[src/rtl/sdram_arbiter_n.sv]
`default_nettype none
// =============================================================================
// Module      : sdram_arbiter_n
// Description : N-client arbiter in front of a single-outstanding SDRAM bridge;
//               fixed high-priority clients, then fixed or round-robin order.
// Revision    : 1.0 - initial release
// =============================================================================
module sdram_arbiter_n #(
    parameter int                     N_CLIENTS  = 8,
    parameter int                     ADDR_W     = 22,
    parameter int                     DATA_W     = 128,
    parameter int                     BE_W       = DATA_W / 8,
    parameter logic [N_CLIENTS-1:0]   HIPRI_MASK = 8'b0000_0011,
    parameter int                     RR_MODE    = 1,
    parameter int                     TIMEOUT    = 1023
) (
    input  logic                            clk,
    input  logic                            reset,
    input  logic [N_CLIENTS-1:0]            cl_rd,
    input  logic [N_CLIENTS-1:0]            cl_wr,
    input  logic [N_CLIENTS*ADDR_W-1:0]     cl_addr,
    input  logic [N_CLIENTS*DATA_W-1:0]     cl_wrdata,
    input  logic [N_CLIENTS*BE_W-1:0]       cl_be,
    output logic [N_CLIENTS-1:0]            cl_wait,
    output logic [N_CLIENTS-1:0]            cl_ac,
    output logic [DATA_W-1:0]               cl_rddata,
    output logic [ADDR_W-1:0]               br_address,
    output logic                            br_read,
    output logic                            br_write,
    output logic [DATA_W-1:0]               br_wrdata,
    output logic [BE_W-1:0]                 br_be,
    input  logic                            br_ac,
    input  logic [DATA_W-1:0]               br_rddata,
    output logic [$clog2(N_CLIENTS)-1:0]    grant_id,
    output logic                            busy,
    output logic                            timeout_err,
    output logic                            proto_err
);

    localparam int c_id_w  = $clog2(N_CLIENTS);
    localparam int c_cnt_w = $clog2(TIMEOUT + 1);
    localparam logic [c_id_w:0]    c_n_clients = (c_id_w + 1)'(N_CLIENTS);
    localparam logic [c_cnt_w-1:0] c_tmo_last  = c_cnt_w'(TIMEOUT - 1);

    typedef enum logic [1:0] {
        S_IDLE  = 2'd0,
        S_ISSUE = 2'd1,
        S_DONE  = 2'd2
    } state_t;

    state_t                 r_state;
    logic [c_id_w-1:0]      r_grant;
    logic [c_id_w-1:0]      r_rr_ptr;
    logic [c_cnt_w-1:0]     r_cnt;
    logic [ADDR_W-1:0]      r_addr;
    logic [DATA_W-1:0]      r_wrdata;
    logic [BE_W-1:0]        r_be;
    logic                   r_br_read;
    logic                   r_br_write;
    logic [N_CLIENTS-1:0]   r_cl_ac;
    logic [DATA_W-1:0]      r_cl_rddata;
    logic                   r_timeout_err;
    logic                   r_proto_err;

    logic [N_CLIENTS-1:0]   w_req;
    logic [N_CLIENTS-1:0]   w_hi_req;
    logic [N_CLIENTS-1:0]   w_lo_req;
    logic                   w_hi_any;
    logic [c_id_w:0]        w_shamt;
    logic [N_CLIENTS-1:0]   w_rot;
    logic [c_id_w:0]        w_rr_sum;
    logic [c_id_w-1:0]      w_rr_win;
    logic [c_id_w-1:0]      w_win;
    logic [N_CLIENTS-1:0]   w_ac_mask;

    function automatic logic [c_id_w-1:0] f_lowest(input logic [N_CLIENTS-1:0] v);
        f_lowest = '0;
        for (int i = N_CLIENTS - 1; i >= 0; i--) begin
            if (v[i]) f_lowest = c_id_w'(i);
        end
    endfunction

    assign w_req    = cl_rd | cl_wr;
    assign w_hi_req = w_req & HIPRI_MASK;
    assign w_lo_req = w_req & ~HIPRI_MASK;
    assign w_hi_any = |w_hi_req;

    // Rotate normal requests so bit 0 is the client just after rr_ptr; the
    // lowest set bit is then the round-robin offset from that point.
    assign w_shamt  = {1'b0, r_rr_ptr} + (c_id_w + 1)'(1);
    assign w_rot    = N_CLIENTS'({w_lo_req, w_lo_req} >> w_shamt);
    assign w_rr_sum = w_shamt + {1'b0, f_lowest(w_rot)};
    assign w_rr_win = (w_rr_sum >= c_n_clients) ? c_id_w'(w_rr_sum - c_n_clients)
                                                : w_rr_sum[c_id_w-1:0];

    assign w_win = w_hi_any      ? f_lowest(w_hi_req) :
                   (RR_MODE == 0) ? f_lowest(w_lo_req) : w_rr_win;

    assign w_ac_mask = {{(N_CLIENTS-1){1'b0}}, 1'b1} << r_grant;

    always_ff @(posedge clk) begin
        if (reset) begin
            r_state       <= S_IDLE;
            r_grant       <= '0;
            r_rr_ptr      <= c_id_w'(N_CLIENTS - 1);
            r_cnt         <= '0;
            r_addr        <= '0;
            r_wrdata      <= '0;
            r_be          <= '0;
            r_br_read     <= 1'b0;
            r_br_write    <= 1'b0;
            r_cl_ac       <= '0;
            r_cl_rddata   <= '0;
            r_timeout_err <= 1'b0;
            r_proto_err   <= 1'b0;
        end else begin
            r_cl_ac <= '0;
            case (r_state)
                S_IDLE: begin
                    if (|w_req) begin
                        r_state    <= S_ISSUE;
                        r_grant    <= w_win;
                        r_addr     <= cl_addr[int'(w_win)*ADDR_W +: ADDR_W];
                        r_wrdata   <= cl_wrdata[int'(w_win)*DATA_W +: DATA_W];
                        r_be       <= cl_be[int'(w_win)*BE_W +: BE_W];
                        // Write takes precedence when a client raises both strobes.
                        r_br_write <= cl_wr[w_win];
                        r_br_read  <= ~cl_wr[w_win];
                        r_cnt      <= '0;
                        if (cl_rd[w_win] & cl_wr[w_win]) r_proto_err <= 1'b1;
                        if (!w_hi_any) r_rr_ptr <= w_win;
                    end
                end
                S_ISSUE: begin
                    if (br_ac) begin
                        if (r_br_read) r_cl_rddata <= br_rddata;
                        r_br_read  <= 1'b0;
                        r_br_write <= 1'b0;
                        r_cl_ac    <= w_ac_mask;
                        r_state    <= S_DONE;
                    end else if (r_cnt == c_tmo_last) begin
                        r_br_read     <= 1'b0;
                        r_br_write    <= 1'b0;
                        r_timeout_err <= 1'b1;
                        r_cl_ac       <= w_ac_mask;
                        r_state       <= S_DONE;
                    end else begin
                        r_cnt <= r_cnt + 1'b1;
                    end
                end
                S_DONE: begin
                    r_state <= S_IDLE;
                end
                default: begin
                    r_state <= S_IDLE;
                end
            endcase
        end
    end

    assign cl_wait     = w_req & ~r_cl_ac;
    assign cl_ac       = r_cl_ac;
    assign cl_rddata   = r_cl_rddata;
    assign br_address  = r_addr;
    assign br_read     = r_br_read;
    assign br_write    = r_br_write;
    assign br_wrdata   = r_wrdata;
    assign br_be       = r_be;
    assign grant_id    = r_grant;
    assign busy        = (r_state != S_IDLE);
    assign timeout_err = r_timeout_err;
    assign proto_err   = r_proto_err;

endmodule
`default_nettype wire

[config.mk]
export PLATFORM = sky130hd
export DESIGN_NAME = sdram_arbiter_n
export DESIGN_NICKNAME = d
export VERILOG_FILES = /design/src/rtl/sdram_arbiter_n.sv
export SDC_FILE = /design/constraint.sdc
export NUM_CORES = 1
export LEC_CHECK = 0
export BUFFER_PORTS_ARGS = -buffer_cell sky130_fd_sc_hd__buf_2
export CAP_MARGIN = 10
export CORE_AREA = 3 3 704 706
export DETAILED_ROUTE_END_ITERATION = 8
export DIE_AREA = 0 0 707 709
export PLACE_DENSITY = 0.3
export SYNTH_ARGS = -nofsm -noshare
export SYNTH_HDL_FRONTEND = slang
export SYNTH_SLANG_ARGS = --single-unit
[constraint.sdc]
create_clock -name clk -period 7.54 [get_ports clk]
set_input_delay 2.262 -clock clk [delete_from_list [all_inputs] [get_ports clk]]
set_output_delay 2.262 -clock clk [all_outputs]
set_load 0.02 [all_outputs]
==> summary.txt, run 1 <==
Logic synthesis
  – Netlist cell types: 69
  – Commonest cells in the netlist: mux4_2 (336), dfxtp_1 (324), nand2_1 (283)
  – Cells after Synth: 2175
  – Syn_nets: 3654
  – Synth top area share: 34.5%
  – Synth area leader: mux4_2
  – Synth Flop Type: dfxtp_1
  – EDFF count, synth: 0
  – Flops & latches, synth: 324
  – Most numerous cell in the Yosys netlist: mux4_2
  – Synth area leaders: mux4_2 (34%), dfxtp_1 (30%), a311oi_1 (5.7%)
  – Ys Warns: 0
  – Syn avg cell area: 10.1 sq um
  – Post-synthesis sequential area ratio: 29.5%
  – Cell Area, Synth: 22000 sq um
  – Asr flop ratio synth: 0%

Global route
  – First-pass GRT wire length: 449000 um
  – GR Overflow Total: 0
  – Vias in the first global route: 29000
  – Global Route Usage Sum: 14.7%
  – Largest net degree at the start of global routing: 106
  – Initial antenna violation count: 547

Pwr
  – Sw Pwr: 2.56 mW
  – Seq pwr share: 28.3%
  – Cell internal pwr: 4.20 mW
  – Logic gate share of total power: 30.7%
  – P_leak: 16.0 nW
  – P per Cell Area: 162 nW/um^2
  – Sw frac: 37.9%
  – Part of the power in the clock network: 41.0%
  – Max VDD drop: 163 uV

Die
  – Core box area: 490000 sq um
  – Die H: 709 um
  – # rows: 257
  – Initial Util: 4.48%
  – IO Pins: 1793
  – Chip width: 707 um
  – Die area: 501000 sq um

Finish
  – Fin util: 8.51%
  – Area of the multi-input gates: 14400 sq um
  – Final net count: 5332
  – Area Growth Syn to Fin: 89.8%
  – Ratio of cells with drive above 1 in the final layout: 60.1%
  – Number of fill cells: 57500
  – Post-route insts no fill: 10700
  – Register Area: 6490 sq um

Clocking
  – Root buffer cell: clkbuf_16
  – Clk_lat worst skew: 740 ps
  – # H-tree levels: 2
  – Post-CTS setup buffers: 0
  – Cts bufs inserted: 52
  – Reg clk slew, reported paths: 60 ps
  – CTS tree: built
  – Post-CTS sizing: 0
  – CTS Hold Bufs: 0
  – Maximum clock path buffer count: 3
  – Clock Sinks: 324

Setup path
  – Crit Path Category: in -> reg
  – Worst Path Max Fanout: 53
  – Worst Setup End Kind: flop
  – Critical path data arrival time: 6710 ps
  – Req. time, crit path: 8120 ps
  – Startpoint Class: input pin

Timing
  – Setup_tns: 0 ps
  – Final slew viol count: 0
  – Final hold vios: 0
  – Fin crit share: 81.3%
  – RSZ-0062 raised after global routing: no
  – Final setup fails: 0
  – Worst slew pin tran: 999 ps
  – F_max: 163 MHz
  – Slew margin rel.: 33.4%
  – Min Clock Period, post-route: 6130 ps
  – Worst Clk Skew: 68.7 ps

Placement
  – Placed insts: 10300
  – Gp weighted congestion: 1.00
  – Detailed placer's ending HPWL: 351000 um
  – Port bufs: 1792

Drt
  – Antenna Nets Post-Route: 0
  – Drt initial violations: 2446
  – DR vias: 30300
  – DR vias/cell: 2.84
  – DRT Pass-1 Iters: 5
  – Drt wl/cell: 36.0 um
  – WL final: 384000 um
  – DRC errors left: 0

Worst hold path
  – HP Class: reg -> reg

Flow run
  – Max-Cap Viols: 0

Run status
  – Status: finished, final reports clean
## flip-flops by register name (all words and copies together), names as in the netlist
name	count
br_write	1
br_read	1
grant_id	3
br_be	16
r_state	2
cl_rddata	128
r_rr_ptr	3
br_wrdata	128
proto_err	1
br_address	22
r_cnt	10
cl_ac	8
timeout_err	1
## power by group through the flow
| stage | Combinational, mW | Clock (mW) | Sequential [mW] |
|---|---|---|---|
| after floorplan | 0.710 | 0 | 2.07 |
| after global placement | 2.16 | 0 | 1.95 |
| after detailed placement | 2.14 | 0 | 1.95 |
| after CTS | 2.15 | 2.95 | 1.92 |
| after global routing | 2.21 | 2.96 | 1.93 |
| final | 2.08 | 2.78 | 1.91 |
## metrics by stage
step | hold WS (ps) | cell area (sq um) | setup slack (ps) | total power [mW]
floorplan | 458 | 22000 | 1570 | 2.78
global placement | 443 | 39100 | 615 | 4.11
detailed placement | 445 | 39100 | 645 | 4.10
CTS | 453 | 40900 | 1510 | 7.02
global route | 470 | 41400 | 1060 | 7.10
finish | 451 | 41700 | 1410 | 6.77
## placed cells by master, fill, tap and decap left out, types with 3 or more instances in the layout
master and instances:
a31oi_1 3, a311oi_2 24, or3_1 5, clkbuf_1 10, a311oi_1 142, o211ai_1 4, clkinv_4 3, nor2_1 204
nand2_1 283, o21ai_1 116, inv_6 4, buf_4 46, mux4_2 336, nor3b_1 7, a2111oi_0 3, clkinv_2 3
or2_2 5, nor3_1 13, ha_1 3, a21oi_1 144, inv_1 6, nand3_1 171, nand2b_1 5, buf_12 37
clkinvlp_4 5, nor4_1 4, diode_2 303, clkbuf_16 52, bufinv_16 5, buf_2 1791, dfxtp_1 324, xor2_1 3
o21ai_0 63, clkbuf_8 10, nand4_1 5
## cell families after synthesis
logic type | share of synthesized area (%)
flops | 29.5
fa+ha+maj | 0.262
mux | 34.6
compound gates | 16.2
simple gates | 14.1
buf+inv | 5.16
xor+xnor | 0.200
## worst paths after layout
| kind | to | startpoint | slack [ps] | cells after the start |
|---|---|---|---|---|
| min | cl_rddata[51] | cl_rddata[51] | 450 | 2 |
| max | br_wrdata[50] | cl_rd[2] | 1410 | 16 |
| min reg2reg | cl_rddata[51] | cl_rddata[51] | 450 | 2 |
| max reg2reg | br_wrdata[50] | r_rr_ptr[0] | 2230 | 15 |
## routing by layer
| metal | wire length [um] | vias to the layer above | global-route usage [%] |
|---|---|---|---|
| met2 | 175000 | 2144 | 23.8 |
| met1 | 148000 | 14900 | 17.0 |
| met5 | 1260 | - | 0 |
| met3 | 40100 | 859 | 6.18 |
| met4 | 19400 | 196 | 6.04 |
| li1 | - | 12200 | - |
## area by class of cell
type / instances / area share, %
clock inverter: 23 / 0.826
tap: 6475 / 19.4
timing repair buffer: 1875 / 24.2
sequential: 324 / 15.6
inverter: 7 / 0.0631
multi-input combinational: 1593 / 34.6
antenna: 303 / 1.82
clock buffer: 72 / 3.54
## worst max-delay path: stages
cell and delay (ps):
buf_2 140, or2_2 330, o21ai_0 220, a31oi_1 110, o21ai_0 270, a221oi_1 120, a2111oi_0 480, nor3_1 100
ha_1 220, fa_1 510, or3_1 400, o211ai_1 190, and3_4 470, buf_12 290, o21ai_1 150, a311oi_1 280
(Power assumes the default switching activity.)
==> run 2, diff against run 1 <==
--- a/config.mk
+++ b/config.mk
@@ -7,9 +7,9 @@
 export LEC_CHECK = 0
 export BUFFER_PORTS_ARGS = -buffer_cell sky130_fd_sc_hd__buf_2
 export CAP_MARGIN = 10
-export CORE_AREA = 3 3 704 706
+export CORE_AREA = 3 3 699 701
 export DETAILED_ROUTE_END_ITERATION = 8
-export DIE_AREA = 0 0 707 709
+export DIE_AREA = 0 0 702 704
 export PLACE_DENSITY = 0.3
 export SYNTH_ARGS = -nofsm -noshare
 export SYNTH_HDL_FRONTEND = slang
==> constraint.sdc (replaced) <==
create_clock -name clk -period 5.2 [get_ports clk]
set_input_delay 1.56 -clock clk [delete_from_list [all_inputs] [get_ports clk]]
set_output_delay 1.56 -clock clk [all_outputs]
set_load 0.02 [all_outputs]
==> run 2 against run 1 <==
  * Sequential cell count stayed put
  * Via count is 1.4% higher
  * Sequential power is 46% higher
  * Non-clock buffer count is 199 higher
  * Clock-buffer cell count is 3 higher
  * Routed wire length is 1.7% lower
  * Cell count is 1.1% higher
  * Worst setup slack worse by 1200 ps
==> summary.txt, run 2 (synthesis results as in run 1) <==
Run status
  – Status: finished, final reports clean

Timing
  – Worst Clk Skew: 66.5 ps
  – Final hold vios: 0
  – Final setup fails: 0
  – Worst slew pin tran: 775 ps
  – Min Clock Period, post-route: 5000 ps
  – Fin crit share: 96.1%
  – Final WS setup: 203 ps
  – Setup_tns: 0 ps
  – F_max: 200 MHz
  – Final slew viol count: 0
  – RSZ-0062 raised after global routing: no
  – Slew margin rel.: 47.8%

Setup path
  – RR Startpoint: r_rr_ptr[0]
  – Crit path cell chain: buf_2 -> buf_4 -> nor2_1 -> buf_4 -> mux4_2 -> o2111ai_1 -> nand3_1 -> a21oi_1 -> nor3_1 -> nor3_1 -> ha_1 -> fa_1 -> nand2b_4 -> buf_12 -> buf_12 -> buf_12 -> mux4_2 -> o21ai_1 -> a311oi_1
  – R2R cell count: 17
  – Reg-to-reg critical path endpoint: br_wrdata[39]
  – Worst Path Max Fanout: 15
  – Slowest CP cell: mux4_2
  – Crit-path leading delay family: buffers and inverters
  – Crit path largest cell delay: 500 ps
  – Crit Path Category: in -> reg
  – CP Buf/Inv Count: 6
  – Worst reg-to-reg setup slack: 650 ps
  – Startpoint Class: input pin
  – Critical path data arrival time: 5630 ps
  – Crit. Startpoint: cl_wr[6]
  – CP most frequent cell: buf_12
  – Worst Setup End Kind: flop
  – Req. time, crit path: 5830 ps

Clocking
  – Root buffer cell: clkbuf_16
  – Cts bufs inserted: 54
  – Clk_lat worst skew: 790 ps
  – CTS Hold Bufs: 0
  – Maximum clock path buffer count: 3
  – Reg clk slew, reported paths: 60 ps
  – Clock Sinks: 324
  – CTS tree: built
  – # H-tree levels: 2

Drt
  – DR vias: 30700
  – Drt initial violations: 2332
  – DR vias/cell: 2.85
  – Drt wl/cell: 35.0 um
  – Antenna Nets Post-Route: 0
  – WL final: 378000 um
  – DRC errors left: 0
  – DRT Pass-1 Iters: 5

Pwr
  – Sw Pwr: 3.70 mW
  – Part of the power in the clock network: 40.9%
  – Logic gate share of total power: 31.0%
  – Sw frac: 37.3%
  – Cell internal pwr: 6.23 mW
  – P_leak: 17.1 nW
  – Seq pwr share: 28.1%
  – P per Cell Area: 229 nW/um^2
  – Overall Power: 9.93 mW
  – Max VDD drop: 320 uV

Global route
  – First-pass GRT wire length: 445000 um
  – Global Route Usage Sum: 14.7%
  – Initial antenna violation count: 552
  – Largest net degree at the start of global routing: 80
  – GR Overflow Total: 0
  – Vias in the first global route: 29300

Worst hold path
  – Hold EP: cl_rddata[21]
  – Hold path startpoint: cl_rddata[21]
  – HP Class: reg -> reg
  – Hold Path Depth: 2

Die
  – IO Pins: 1793
  – Core box area: 482000 sq um
  – Chip width: 702 um
  – Die area: 494000 sq um
  – Die H: 704 um
  – Initial Util: 4.55%
  – # rows: 255

Placement
  – DP Worst Slack: -578 ps
  – Detailed placer's ending HPWL: 346000 um
  – Gp weighted congestion: 1.09
  – Port bufs: 1792

Finish
  – Final net count: 5533
  – Ratio of cells with drive above 1 in the final layout: 62.1%
  – Number of fill cells: 56600
  – Commonest non-fill, non-tap cells in the layout: buf_2 (1791), mux4_2 (336), dfxtp_1 (324), nand2_1 (283), buf_4 (219)
  – Area Growth Syn to Fin: 97.7%
  – Commonest non-fill, non-tap cell in the layout: buf_2

Flow run
  – Max-Cap Viols: 0
-- run 2: worst reg2reg max path, delay by kind of cell, from the launching register on --
family                   cells  cell delay (ps)
buffers and inverters        5             1090
multiplexers                 2              920
AO/OA/AOI/OAI                4              770
adder cells (fa/ha/maj)      2              680
AND/OR/NAND/NOR              4              580
flip-flops                   1              350
-- run 2: stage by stage --
step | hold slack (ps) | area [sq um] | utilization (%) | std cells
after global routing | 466 | 43100 | 8.93 | 10700
after floorplan | 458 | 22000 | - | 2175
after detailed placement | 445 | 40800 | 8.47 | 10400
final | 450 | 43400 | 9.00 | 10800
after global placement | 443 | 40800 | 8.47 | 10400
after CTS | 451 | 42700 | 8.86 | 10500
-- run 2: cell type report --
type / instances / area (sq um) / area share (%)
antenna: 271 / 678 / 1.56
clock buffer: 75 / 1540 / 3.55
clock inverter: 25 / 334 / 0.770
inverter: 7 / 26.3 / 0.0605
multi-input combinational: 1593 / 14400 / 33.2
sequential: 324 / 6490 / 14.9
tap: 6425 / 8040 / 18.5
timing repair buffer: 2074 / 11900 / 27.4
-- run 2: timing repair --
action | in CTS | in global routing
buffers inserted | 0 | 0
gates resized for setup | 0 | 1
setup endpoints to repair | 0 | 15
-- run 2: routing by layer --
layer / wire length [um] / GRT usage [%]
met2: 175000 / 24.2
met1: 145000 / 17.0
met5: 1320 / 0
met3: 41200 / 6.14
met4: 15400 / 5.04
-- run 2: worst max-delay path by stage --
stage | slack (ps) | endpoint | cells after the start
global route | 3 | br_wrdata[39] | 19
finish | 200 | br_wrdata[39] | 19
floorplan | -70 | br_address[10] | 16
global placement | -570 | br_wrdata[102] | 19
CTS | 250 | br_wrdata[105] | 19
detailed placement | -580 | br_wrdata[105] | 19
-- run 2: power groups by stage --
| stage | clock network (mW) | logic (mW) | registers [mW] |
|---|---|---|---|
| finish | 4.06 | 3.08 | 2.79 |
| global route | 4.36 | 3.29 | 2.81 |
| CTS | 4.35 | 3.19 | 2.79 |
| detailed placement | 0 | 3.18 | 2.84 |
| global placement | 0 | 3.20 | 2.84 |
| floorplan | 0 | 1.03 | 3.00 |
